File: config.mk
export PLATFORM = sky130hd
export DESIGN_NAME = fixed_point_dot_accumulator
export DESIGN_NICKNAME = d
export VERILOG_FILES = /design/src/rtl/fixed_point_dot_accumulator.sv
export SDC_FILE = /design/constraint.sdc
export NUM_CORES = 1
export LEC_CHECK = 0
export ABC_AREA = 0
export CAP_MARGIN = 20
export CORE_MARGIN = 4
export CORE_UTILIZATION = 40
export DETAILED_ROUTE_END_ITERATION = 10
export DONT_BUFFER_PORTS = 1
export GPL_TIMING_DRIVEN = 1
export PLACE_DENSITY = 0.52
export SYNTH_ARGS = -nofsm -noshare
export SYNTH_HDL_FRONTEND = slang
export SYNTH_SLANG_ARGS = --single-unit
File: constraint.sdc
create_clock -name clk -period 3.6 [get_ports clk]
set_input_delay 1.08 -clock clk [delete_from_list [all_inputs] [get_ports clk]]
set_output_delay 1.08 -clock clk [all_outputs]
set_load 0.1 [all_outputs]
File: src/rtl/fixed_point_dot_accumulator.sv
// fixed_point_dot_accumulator
//   Accumulate stage behind the 16-bit fixed-point multiplier. It sums one
//   product per accepted beat into a guard-bit accumulator. At the end of a
//   vector it emits one saturated DATA_W result together with a sticky
//   overflow flag and the number of terms summed.
//
// Ports
//   clk, rst_n          clock, asynchronous active-low reset
//   in_valid/in_ready   product beat handshake (ready only while accumulating)
//   in_prod             signed product, same Q-format as the result
//   in_prod_ovf         multiplier overflow flag for this product
//   in_last             final product of the current vector
//   out_valid/out_ready result handshake
//   out_sum             saturated dot-product result
//   out_ovf             sticky overflow (multiplier flags | final saturation)
//   out_count           number of terms summed into out_sum (1..MAX_TERMS)
module fixed_point_dot_accumulator #(
  parameter int DATA_W    = 16,
  parameter int GUARD_W   = 4,
  parameter int MAX_TERMS = 16
) (
  input  logic              clk,
  input  logic              rst_n,
  input  logic              in_valid,
  output logic              in_ready,
  input  logic [DATA_W-1:0] in_prod,
  input  logic              in_prod_ovf,
  input  logic              in_last,
  output logic              out_valid,
  input  logic              out_ready,
  output logic [DATA_W-1:0] out_sum,
  output logic              out_ovf,
  output logic [4:0]        out_count
);

  localparam int ACC_W = DATA_W + GUARD_W;
  localparam int CNT_W = 5;
  localparam logic [CNT_W-1:0] MAX_CNT = CNT_W'(MAX_TERMS);

  typedef enum logic {ACCUM = 1'b0, HOLD = 1'b1} state_t;

  typedef struct packed {
    logic [DATA_W-1:0] sum;
    logic              ovf;
    logic [CNT_W-1:0]  count;
  } result_t;

  state_t state, state_nxt;

  logic [ACC_W-1:0] acc, acc_nxt;
  logic [CNT_W-1:0] term_cnt, cnt_nxt;
  logic             ovf_sticky, ovf_nxt;
  result_t          res, res_nxt;

  logic accept, vec_end, sat_flag;
  logic [DATA_W-1:0] sat_val;
  logic [ACC_W-DATA_W:0] acc_top;

  assign in_ready = (state == ACCUM);
  assign out_valid = (state == HOLD);
  assign accept = in_valid & in_ready;

  // Running values as they would stand after this beat is accepted.
  assign acc_nxt = acc + {{GUARD_W{in_prod[DATA_W-1]}}, in_prod};
  assign ovf_nxt = ovf_sticky | in_prod_ovf;
  assign cnt_nxt = term_cnt + 1'b1;
  assign vec_end = in_last | (cnt_nxt == MAX_CNT);

  // The value fits DATA_W only if the guard bits and the DATA_W sign bit all
  // agree. Otherwise the accumulator sign selects the rail. Only the final
  // sum is tested, so a transient excursion that comes back into range is
  // not treated as an overflow.
  assign acc_top = acc_nxt[ACC_W-1:DATA_W-1];

  always_comb begin
    sat_flag = 1'b0;
    sat_val  = acc_nxt[DATA_W-1:0];
    if (!((&acc_top) || !(|acc_top))) begin
      sat_flag = 1'b1;
      sat_val  = acc_nxt[ACC_W-1] ? {1'b1, {(DATA_W-1){1'b0}}}
                                  : {1'b0, {(DATA_W-1){1'b1}}};
    end
  end

  always_comb begin
    state_nxt = state;
    res_nxt   = res;
    case (state)
      ACCUM: begin
        if (accept && vec_end) begin
          state_nxt     = HOLD;
          res_nxt.sum   = sat_val;
          res_nxt.ovf   = ovf_nxt | sat_flag;
          res_nxt.count = cnt_nxt;
        end
      end
      HOLD: begin
        if (out_ready) state_nxt = ACCUM;
      end
      default: state_nxt = ACCUM;
    endcase
  end

  always_ff @(posedge clk or negedge rst_n) begin
    if (!rst_n) begin
      state <= ACCUM;
      res   <= '0;
    end else begin
      state <= state_nxt;
      res   <= res_nxt;
    end
  end

  // Running accumulation. The registers clear when the vector closes, so the
  // next vector starts from zero without an extra cycle.
  always_ff @(posedge clk or negedge rst_n) begin
    if (!rst_n) begin
      acc        <= '0;
      term_cnt   <= '0;
      ovf_sticky <= 1'b0;
    end else if (accept) begin
      if (vec_end) begin
        acc        <= '0;
        term_cnt   <= '0;
        ovf_sticky <= 1'b0;
      end else begin
        acc        <= acc_nxt;
        term_cnt   <= cnt_nxt;
        ovf_sticky <= ovf_nxt;
      end
    end
  end

  assign out_sum   = res.sum;
  assign out_ovf   = res.ovf;
  assign out_count = res.count;

endmodule

==> results.toml <==
[cells_and_area]
area.growth.synth_to_final_pct = 14.4
multi_input_area_mm2 = 0.00175
num-nets-final = 401
diodes = 0
utilization_pct = 47.9
n_fill_cell = 714
layout_common_cells = "dfrtp_1, buf_4, nand2_1, o21ai_0, ha_1"
seqCellArea_mm2 = 0.00123
drive_above_1_share_pct = 16.8
fin_area_mm2 = 0.00355
final_common_cell = "dfrtp_1"

[setup_path]
regToRegStartpoint = "acc[1]"
slowest_stage = "or4_4"
worstPathRequired_ns = 3.79
start_kind = "input pin"
critPathCapture = "out_sum[10]"
crit_path_max_incr_delay_ns = 0.54
worstSetupPathType = "input pin to flip-flop"
r2r_cells = 9
cp.arrival_ns = 3.65
cp_max_fo = 15
endpoint_kind = "flip-flop"
reg2reg_slack_ns = 0.50
cp-startpoint = "in_prod[11]"
worst_r2r_endpoint = "out_sum[10]"
worstPathCellList = "ha_1 > a211oi_1 > o211ai_1 > a21boi_0 > nand4_1 > o221a_1 > or4_4 > nor3b_4 > a221o_1"

[pwr]
power_frac_clock_pct = 9.5
powerDensity_mw_per_mm2 = 1050
internal_power_w = 0.00170
combPwrFrac_pct = 45.7
p_switching_w = 0.00205
sequentialPowerShare_pct = 44.8
p_sw_share_pct = 54.7
ir_drop_mv = 0.568
p_total_w = 0.00374
leakagePower_nw = 1.63

[synthesis]
ys_warn_count = 0
ys_top_cells_by_area = "dfrtp_1, ha_1, nand2_1"
syn-num-nets = 371
netlist_area_mm2 = 0.00310
yosys_register_bits = 49
synth-seq-area-share_pct = 39.5
ys.flop_type = "dfrtp_1"
syn_area_per_cell_um2 = 9.49
synth_cell_types = 56
synth_top_area_cell = "dfrtp_1"
synth_top_area_share_pct = 39.5
synthCells = 327
synth_edf_count = 0
synth-async-reset-ratio_pct = 100

[timing]
tightest_slew_ns = 0.939
rsz0062_at_grt = "false"
slew_violations = 0
hold_violations = 0
fin_worst_skew_ns = 0.00953
max-slew-margin-rel_pct = 37.4
fin_setup_tns_ns = 0
setup_viol = 0
fin_crit_ns = 3.46
fin_ws_ns = 0.145
max_freq_mhz = 289
post-route-period-util_pct = 96.0

[grt]
grt_pass1_wl_um = 13600
antenna_found_initial = 0
grt_busiest_layer = "met2"
grt_max_degree = 50
track_usage_pct = 19.1
grt_overflow_total = 0
use_met1_pct = 27.2
globalRouteMet3Util_pct = 5.24
met2_usage_pct = 29.3
grt_pass1_vias = 2609

[min_path]
hp-class = "input pin to asynchronous set/reset pin"

[clocking]
cts_buffers = 5
cts_max_level = 2
cts_tree = "done"
clk_latency_ns = 0.31
cts_buffer_depth = 2
clock_sinks = 49
clk_pin_slew_worst_paths_ns = 0.10
cts_root_buf = "clkbuf_8"
cts_resized = 0
post_cts_buffers = 0
ctsHoldBuffers = 0

[detailed_routing]
viasPerCell = 5.74
routed-via-count = 2624
drc = 0
drt-total-wl_um = 8520
first_iter_violations = 171
wl_per_cell_um = 18.6
dr.pass1.iters = 4
final_antenna_net_count = 0

[place]
gp_congestion = 0.935
portBuffers = 0
placed_area_mm2 = 0.00345
dp_hpwl_um = 6420
dp_slack_ns = -0.148

[die]
die_w_um = 96.1
rows = 31
initial_core_util_pct = 41.9
io-pin-count = 46
die_h_um = 96.1
coreArea_mm2 = 0.00741
die_area_mm2 = 0.00923

[run]
cap_violations = 0

[outcome]
status = "finished clean"
-- metrics by stage --
step	hold WS, ns	instances
floorplan	0.453	327
global placement	0.464	449
detailed placement	0.481	449
CTS	0.443	457
global route	0.436	457
finish	0.455	457
-- cell usage after synthesis, drive strengths merged (2+ instances only) --
cell and instances:
a211o 3, and3 3, a22o 12, a221o 12, o21ai 29, inv 7, o221ai 3, nor3 5
a211oi 7, a31oi 4, nor2 15, ha 21, or4 4, dfrtp 49, nand4 7, or3 2
nand2b 4, a21o 6, o21a 2, o22ai 2, o31ai 3, nand2 41, xor2 7, clkbuf 12
xnor2 11, buf 8, o211ai 3, nand3 6, a21oi 20, o21bai 2
-- power groups by stage --
stage	registers, W	clock network, W	logic, W
final	0.00168	0.000356	0.00171
after global routing	0.00170	0.000388	0.00189
after CTS	0.00168	0.000373	0.00170
after detailed placement	0.00169	0	0.00169
after global placement	0.00169	0	0.00169
after floorplan	0.00164	0	0.00113
-- cell type report --
cell class | count | area share [%]
multi-input cells | 251 | 49.4
flip-flops and latches | 49 | 34.5
repair buffers | 43 | 9.09
well taps | 99 | 3.49
clock buffers | 6 | 2.33
inverters | 7 | 0.740
clock inverters | 2 | 0.388
-- layer usage --
| metal | vias to the layer above | part of all wire (%) |
|---|---|---|
| li1 | 1290 | - |
| met1 | 1250 | 47 |
| met2 | 79 | 45 |
| met3 | 5 | 7.6 |
| met4 | 0 | 0.65 |
| met5 | - | 0 |
-- how the worst min path moves through the flow --
stage | to | slack [ns] | depth (start not counted) | from
after floorplan | acc[2] | 0.45 | 2 | acc[2]
after global placement | acc[6] | 0.46 | 2 | acc[6]
after detailed placement | acc[6] | 0.48 | 2 | acc[6]
after CTS | acc[4] | 0.44 | 0 | rst_n
after global routing | acc[4] | 0.44 | 0 | rst_n
final | acc[8] | 0.46 | 0 | rst_n
-- registers in the layout, indices dropped and copies added (netlist names) --
| name | count |
|---|---|
| out_sum | 16 |
| out_ovf | 1 |
| ovf_sticky | 1 |
| out_count | 5 |
| acc | 20 |
| out_valid | 1 |
| term_cnt | 5 |
-- logic make-up (layout without fill, tap and decap cells) --
| family | after synthesis | in the layout | share of synthesized area, % |
|---|---|---|---|
| compound gates | 116 | 116 | 26.4 |
| xor+xnor | 18 | 18 | 5.32 |
| fa+ha+maj | 22 | 22 | 9.12 |
| buf+inv | 27 | 58 | 4.03 |
| flops | 49 | 49 | 39.5 |
| mux | 2 | 2 | 0.686 |
| simple gates | 93 | 93 | 14.9 |
-- critical path: cells and delay by family --
family	cells	cell delay [ns]
AO/OA/AOI/OAI	5	1.27
adder cells (fa/ha/maj)	1	0.38
AND/OR/NAND/NOR	3	0.91
(Power assumes the default switching activity.)
